[config.mk]
export PLATFORM = sky130hd
export DESIGN_NAME = instr_fetch_unit
export DESIGN_NICKNAME = d
export VERILOG_FILES = /design/src/rtl/instr_fetch_unit.sv
export SDC_FILE = /design/constraint.sdc
export NUM_CORES = 1
export LEC_CHECK = 0
export ABC_AREA = 1
export BUFFER_PORTS_ARGS = -buffer_cell sky130_fd_sc_hd__buf_4
export CORE_AREA = 2 2 135 137
export CTS_BUF_LIST = sky130_fd_sc_hd__clkbuf_4
export CTS_CLUSTER_SIZE = 10
export DETAILED_ROUTE_END_ITERATION = 8
export DIE_AREA = 0 0 137 139
export GPL_ROUTABILITY_DRIVEN = 0
export PLACE_DENSITY = 0.5
export SETUP_SLACK_MARGIN = 0.3
export SYNTH_ARGS = -nofsm -noshare
export SYNTH_HDL_FRONTEND = slang
export SYNTH_SLANG_ARGS = --single-unit
[constraint.sdc]
create_clock -name clk -period 3.4 [get_ports clk]
set_input_delay 0.51 -clock clk [delete_from_list [all_inputs] [get_ports clk]]
set_output_delay 0.51 -clock clk [all_outputs]
set_load 0.005 [all_outputs]
[src/rtl/instr_fetch_unit.sv]
// Instruction-memory initiator: owns the PC, streams boot-load words into memory and
// prefetches instruction words into a small FIFO for decode. `FETCH_HALT_EN adds a halt word.
module instr_fetch_unit #(
  parameter int unsigned DEPTH     = 2,
  parameter logic [15:0] START_PC  = 16'h0000,
  parameter logic [15:0] HALT_WORD = 16'hF000
) (
  input  logic        clk,
  input  logic        reset,
  input  logic        start,
  input  logic        load_valid,
  input  logic [15:0] load_data,
  output logic        load_ready,
  input  logic        load_done,
  input  logic        redirect,
  input  logic [15:0] redirect_pc,
  output logic [15:0] mem_addr,
  output logic [15:0] mem_wdata,
  output logic        mem_r_wr,
  output logic        mem_en_n,
  input  logic [15:0] mem_rdata,
  output logic        instr_valid,
  output logic [15:0] instr,
  output logic [15:0] instr_pc,
  input  logic        instr_ready,
  output logic        busy,
  output logic        halted
);

`ifdef FETCH_HALT_EN
  localparam bit HaltEn = 1'b1;
`else
  localparam bit HaltEn = 1'b0;
`endif

  localparam int unsigned PtrW = (DEPTH > 1) ? $clog2(DEPTH) : 1;
  localparam int unsigned CntW = $clog2(DEPTH + 1);
  localparam logic [CntW-1:0] DepthCnt = CntW'(DEPTH);

  typedef enum logic [1:0] {StIdle, StLoad, StFetch, StHalt} state_e;

  state_e          state_q, state_d;
  logic [15:0]     pc_q, pc_d;
  logic [15:0]     load_addr_q, load_addr_d;
  logic [PtrW-1:0] rd_ptr_q, rd_ptr_d;
  logic [PtrW-1:0] wr_ptr_q, wr_ptr_d;
  logic [CntW-1:0] count_q, count_d;
  logic [15:0]     fifo_instr_q [DEPTH];
  logic [15:0]     fifo_pc_q    [DEPTH];

  logic fetch_en;
  logic flush;
  logic push;
  logic pop;
  logic not_empty;

  assign not_empty = (count_q != '0);

  // Control and memory-port drive; memory lines idle whenever no access is made.
  always_comb begin
    state_d     = state_q;
    pc_d        = pc_q;
    load_addr_d = load_addr_q;
    load_ready  = 1'b0;
    mem_en_n    = 1'b1;
    mem_r_wr    = 1'b1;
    mem_addr    = '0;
    mem_wdata   = '0;
    fetch_en    = 1'b0;
    flush       = 1'b0;
    case (state_q)
      StIdle: begin
        if (load_valid) begin
          state_d = StLoad;
        end else if (start) begin
          state_d = StFetch;
          pc_d    = START_PC;
        end
      end
      StLoad: begin
        load_ready = 1'b1;
        if (load_valid) begin
          mem_en_n    = 1'b0;
          mem_r_wr    = 1'b0;
          mem_addr    = load_addr_q;
          mem_wdata   = load_data;
          load_addr_d = load_addr_q + 16'd2;
        end
        if (load_done) begin
          state_d     = StIdle;
          load_addr_d = '0;
        end
      end
      StFetch, StHalt: begin
        if (redirect) begin
          flush   = 1'b1;
          pc_d    = redirect_pc & 16'hFFFE;
          state_d = StFetch;
        end else if ((state_q == StFetch) && (count_q < DepthCnt)) begin
          fetch_en = 1'b1;
          mem_en_n = 1'b0;
          mem_addr = pc_q;
          pc_d     = pc_q + 16'd2;
          if (HaltEn && (mem_rdata == HALT_WORD)) begin
            state_d = StHalt;
          end
        end
      end
      default: state_d = StIdle;
    endcase
  end

  assign push = fetch_en;
  assign pop  = not_empty && instr_ready && !flush;

  // FIFO pointers and occupancy; a flush empties the queue regardless of push/pop.
  always_comb begin
    rd_ptr_d = rd_ptr_q;
    wr_ptr_d = wr_ptr_q;
    count_d  = count_q;
    if (flush) begin
      rd_ptr_d = '0;
      wr_ptr_d = '0;
      count_d  = '0;
    end else begin
      if (push) begin
        wr_ptr_d = wr_ptr_q + PtrW'(1);
      end
      if (pop) begin
        rd_ptr_d = rd_ptr_q + PtrW'(1);
      end
      if (push && !pop) begin
        count_d = count_q + CntW'(1);
      end else if (pop && !push) begin
        count_d = count_q - CntW'(1);
      end
    end
  end

  always_ff @(posedge clk or negedge reset) begin
    if (!reset) begin
      state_q     <= StIdle;
      pc_q        <= START_PC;
      load_addr_q <= '0;
      rd_ptr_q    <= '0;
      wr_ptr_q    <= '0;
      count_q     <= '0;
    end else begin
      state_q     <= state_d;
      pc_q        <= pc_d;
      load_addr_q <= load_addr_d;
      rd_ptr_q    <= rd_ptr_d;
      wr_ptr_q    <= wr_ptr_d;
      count_q     <= count_d;
    end
  end

  always_ff @(posedge clk or negedge reset) begin
    if (!reset) begin
      for (int unsigned i = 0; i < DEPTH; i++) begin
        fifo_instr_q[i] <= '0;
        fifo_pc_q[i]    <= '0;
      end
    end else if (push) begin
      fifo_instr_q[wr_ptr_q] <= mem_rdata;
      fifo_pc_q[wr_ptr_q]    <= pc_q;
    end
  end

  // Head is forced to zero when empty so stale entries never leak to decode.
  assign instr_valid = not_empty;
  assign instr       = not_empty ? fifo_instr_q[rd_ptr_q] : '0;
  assign instr_pc    = not_empty ? fifo_pc_q[rd_ptr_q] : '0;
  assign busy        = (state_q != StIdle);
  assign halted      = HaltEn && (state_q == StHalt);

endmodule

---- After elaboration in Yosys (flattened, before gate mapping) ----
Index checks and enable logic that the tools add are counted.
storage, ports and cells
  register bits after elaboration ......... 102
  output and inout bits ................... 70
  logic and storage cells ................. 100
  input bits .............................. 55
operators by class
  bitwise gates (word level) .............. 2
  equality and inequality tests ........... 9
  add/sub/neg operators ................... 6
  $lt $le $gt $ge ......................... 4
  multiplexer cells ....................... 48
  reduce and logical (&&, ||, !) cells .... 21
operators with widths
  operator                                             count
  two-way mux 16 bit                                   20
  bitwise mux 32 bit                                   2
  case mux 16 bit (2 select lines)                     2
  adder 16 x 2 -> 16 bit, second input constant        2
  demux 16 bit (select 1 bit)                          1
  two-way mux 1 bit                                    14
  two-way mux 2 bit                                    7
  nonzero test 2 bit                                   6
  != test 2 bit, second input constant                 4
  logical AND 1 bit                                    6
  != test 3 bit, second input constant                 2
  case mux 2 bit (3 select lines)                      1
  equality test 2 bit, second input constant           2
  >= comparator 2 bit, second input constant           2
  inverter 1 -> 2 bit                                  2
  AND reduction 4 bit                                  1
  logical NOT 1 bit                                    3
  AND reduction 3 bit                                  1
  nonzero test 3 bit                                   1
  adder 1 bit, second input constant                   2
  adder 2 x 1 -> 2 bit, second input constant          1
  equality test 2 x 1 -> 1 bit, second input constant  1
  logical NOT 2 bit                                    1
  < comparator 2 x 1 -> 1 bit, second input constant   1
  other kinds (5)                                      5

---- Logic depth before layout (Yosys ltp) ----
  word-level depth ........................ 10
  gate-level depth with buffers ........... 9
  depth with buffers taken out ............ 9

---- Least setup slack after synthesis ----
No wires, ideal clock.
  kind .................................... input-to-output
  from .................................... in load_valid
  to ...................................... out mem_addr[13]
  stages .................................. 4
  data required time ...................... 2890 ps
  path slack .............................. 1655 ps
  data arrival time ....................... 1235 ps
  buffers on the path ..................... 2
  cells stage by stage .................... buf_2 -> nand2_2 -> buf_1 -> o22ai_1
on the way
  cells in the longest elaborated chain, start to end .. 2
RTL lines
  what                              RTL line  text
  start, declared                   11        input logic load_valid,
  two-way mux 16 bit                82        if (load_valid) begin
  case mux 16 bit (2 select lines)  71        case (state_q)
  end, declared                     17        output logic [15:0] mem_addr,
No other way between the ends.

---- Worst setup path after layout ----
  from .................................... reg state_q[0]
  to ...................................... out mem_addr[6]
on the way
  cells in the longest elaborated chain, start to end .. 5
  elaborated cells between the ends (all ways) .. 8
  classes of those cells .................. eq/ne: 3; mux: 3; reduce/logical: 2
RTL lines
  what                                RTL line  text
  start, declared                     42        state_e state_q, state_d;
  start signal, assigned              142       state_q <= StIdle;
  start signal, assigned              149       state_q <= state_d;
  equality test 2 bit                 71, 99
  logical AND 1 bit                   99        end else if ((state_q == StFetch) && (count_q < DepthCnt)) begin
  two-way mux 16 bit                  99
  two-way mux 16 bit                  95        if (redirect) begin
  case mux 16 bit (2 select lines) *  71
Every way passes the cells marked *; elsewhere a longest branch is shown, timed or not.

==> metrics.md <==
| Metric | Value |
|---|---|
| Largest net degree at the start of global routing | 63 |
| Status | finished clean |
| Seq/Total Area, Yosys | 46.9% |
| CTS clk-pin slew, worst paths | 200 ps |
| Worst hold path class | input pin to asynchronous set/reset pin |
| Input/output buffers | 120 |
| Setup tns final | 0 ps |
| Synthesized flop and latch total | 98 |
| Final Max Slew Viols | 0 |
| Final Util | 36.6% |
| Die ar. | 0.0190 mm² |
| Max-cap viol count | 0 |
| Drt pass-1 iters | 5 |
| P&R area growth vs syn | 23.7% |
| Worst-margin pin slew | 671 ps |
| DRT iter0 DRCs | 315 |
| Max-slew headroom | 55.3% |
| Syn Area/Cell | 7.25 µm² |
| Setup violations, final | 0 |
| DRC viols | 0 |
| Later-pin clock latency in the skew report | 510 ps |
| Vias per cell | 4.62 |
| Most common cell after layout, fill and taps aside | nand2_1 |
| DP Wirelength | 10.5 mm |
| Vias in the first global route | 4659 |
| CP Class | flop to output pin |
| CP arrival | 2050 ps |
| Fmax | 391 MHz |
| Final #Nets | 884 |
| Die H | 139 µm |
| Lkg Pwr | 3.19 nW |
| Area of the core | 0.0177 mm² |
| Routed wire length | 15.2 mm |
| Clock Tree Root | clkbuf_4 |
| Post-cts resize count | 0 |
| Initial core utilization | 29.6% |
| Hold buffers post-CTS | 0 |
| Startpoint types | flop |
| Die X | 137 µm |
| Synth cell types | 30 |
| Max clock buf depth | 2 |
| Remaining Overflow, GRT | 0 |
| Clock sinks | 98 |
| First-pass GRT wire length | 24.4 mm |
| Final Cycle Share | 75.2% |
| Cell Pwr Density | 718 mW/mm² |
| Final Hold Viols | 0 |
| Reg area | 0.00245 mm² |
| Post-synthesis cell area | 0.00523 mm² |
| Crit end category | output pin |
| Synth Warn # | 0 |
| Layout cell share with drive strength beyond 1 | 19.4% |
| Mapped Cells | 721 |
| Io pins | 125 |
| Non-Filler Instances | 1062 |
| Unrepaired setup endpoints after global routing | no |
| Final worst slack | 842 ps |
| Post-CTS setup-driven buffer insertion count | 0 |
| Crit path max fanout | 19 |
| Multi-input gate area | 0.00232 mm² |
| # rows | 49 |
| Worst Skew | 18.9 ps |
| CTS tree | done |
| Number of CTS-inserted buffers | 9 |
| Crit path time final | 2560 ps |
| Htree depth | 3 |
| GRT Util Overall | 16.4% |
| VDD IR max | 0.216 mV |
| DP Worst Slack | 1360 ps |
| WHS | 13.5 ps |
| Initial antenna violation count | 1 |
| Req. time, crit path | 2890 ps |
| Dpl cells | 1045 |
| Post-DR wirelength/cell | 14.3 µm |
| Via count | 4905 |
| Most frequent cells in the layout | 217 x nand2_1, 126 x buf_4, 98 x dfrtp_1, 71 x nor2_1, 71 x o21ai_1 |
| Post-route ant nets | 0 |
| Fill cells | 1920 |
## power breakdown
part	internal (mW)	total [mW]	leakage (nW)	switching, mW
clock	0.179	0.662	0.0796	0.484
combinational	0.820	2.06	1.88	1.24
sequential	1.62	1.91	1.23	0.290
## routing by layer
layer,wire length [µm],global-route usage (%),share of wire [%]
met1,7410,23.4,49
met2,6720,25.2,44
met4,199,5.05,1.3
met3,844,2.81,5.6
met5,0,0,0
## flip-flops by register name, indices dropped and copies added, names as in the netlist
name	flops
count_q	2
fifo_instr_q	32
fifo_pc_q	30
load_addr_q	15
pc_q	15
rd_ptr_q	1
state_q	2
wr_ptr_q	1
## Yosys cell counts
| cell | number | area [µm²] |
|---|---|---|
| nor2_4 | 2 | 22.5 |
| nand2_1 | 217 | 815 |
| clkbuf_1 | 9 | 33.8 |
| clkinv_1 | 1 | 3.75 |
| a21oi_1 | 44 | 220 |
| buf_1 | 5 | 18.8 |
| conb_1 | 1 | 3.75 |
| nand4_1 | 10 | 62.6 |
| a22oi_1 | 3 | 22.5 |
| nand3_4 | 2 | 35.0 |
| o21ai_0 | 22 | 110 |
| nor2_1 | 72 | 270 |
| a32oi_1 | 1 | 8.76 |
| o22ai_1 | 13 | 81.3 |
| inv_2 | 7 | 26.3 |
| nor3_2 | 1 | 10.0 |
| buf_6 | 1 | 11.3 |
| nand2_2 | 3 | 18.8 |
| buf_4 | 5 | 37.5 |
| dfrtp_1 | 98 | 2450 |
| a31oi_1 | 2 | 12.5 |
| a21oi_2 | 1 | 8.76 |
| nor3b_1 | 2 | 15.0 |
| inv_1 | 70 | 263 |
| o21ai_1 | 71 | 355 |
| nor2_2 | 1 | 6.26 |
| nand3_1 | 32 | 160 |
| buf_2 | 14 | 70.1 |
| ha_1 | 2 | 25.0 |
| nor3_1 | 9 | 45.0 |
## worst max-delay path: stages, from the launching register on
cell	delay, ps
dfrtp_1	510
inv_2	80
nor2_4	170
nand2_2	260
inv_1	240
nand2_1	70
o21ai_0	80
buf_4	140
## stage by stage
stage / power (mW) / area, µm²
final: 4.64 / 6460
after global routing: 5.07 / 6460
after CTS: 4.70 / 6460
after detailed placement: 4.04 / 6320
after global placement: 4.01 / 6320
after floorplan: 3.15 / 5230
## path summary, 6_finish.rpt
path	start	end	slack, ps	cells after the start
setup / recovery	state_q[0]	mem_addr[6]	840	7
hold / removal	reset	fifo_pc_q[26]	10	1
setup reg to reg	state_q[1]	fifo_instr_q[27]	1460	8
hold reg to reg	pc_q[15]	pc_q[15]	500	2
max in group asynchronous	reset	fifo_pc_q[20]	2690	2
min in group clk	mem_rdata[4]	fifo_instr_q[4]	240	3
## cell families after synthesis
kind of cell | after synthesis | share of synthesized area [%]
adders and majority gates | 2 | 0.479
AOI/OAI and AO/OA | 157 | 15.7
DFF | 98 | 46.9
other | 1 | 0.0718
and+or+nand+nor | 351 | 27.9
buffers and inverters | 112 | 8.88
## cell type report
class | count | share of cell area [%]
Sequential cell | 98 | 37.9
Multi-Input combinational cell | 513 | 35.9
Timing Repair Buffer | 127 | 14.9
Inverter | 78 | 4.53
Tap cell | 229 | 4.43
Clock inverter | 7 | 1.18
Clock buffer | 9 | 1.05
Antenna cell | 1 | 0.0387
No activity file was read; power rests on OpenSTA's default activity.
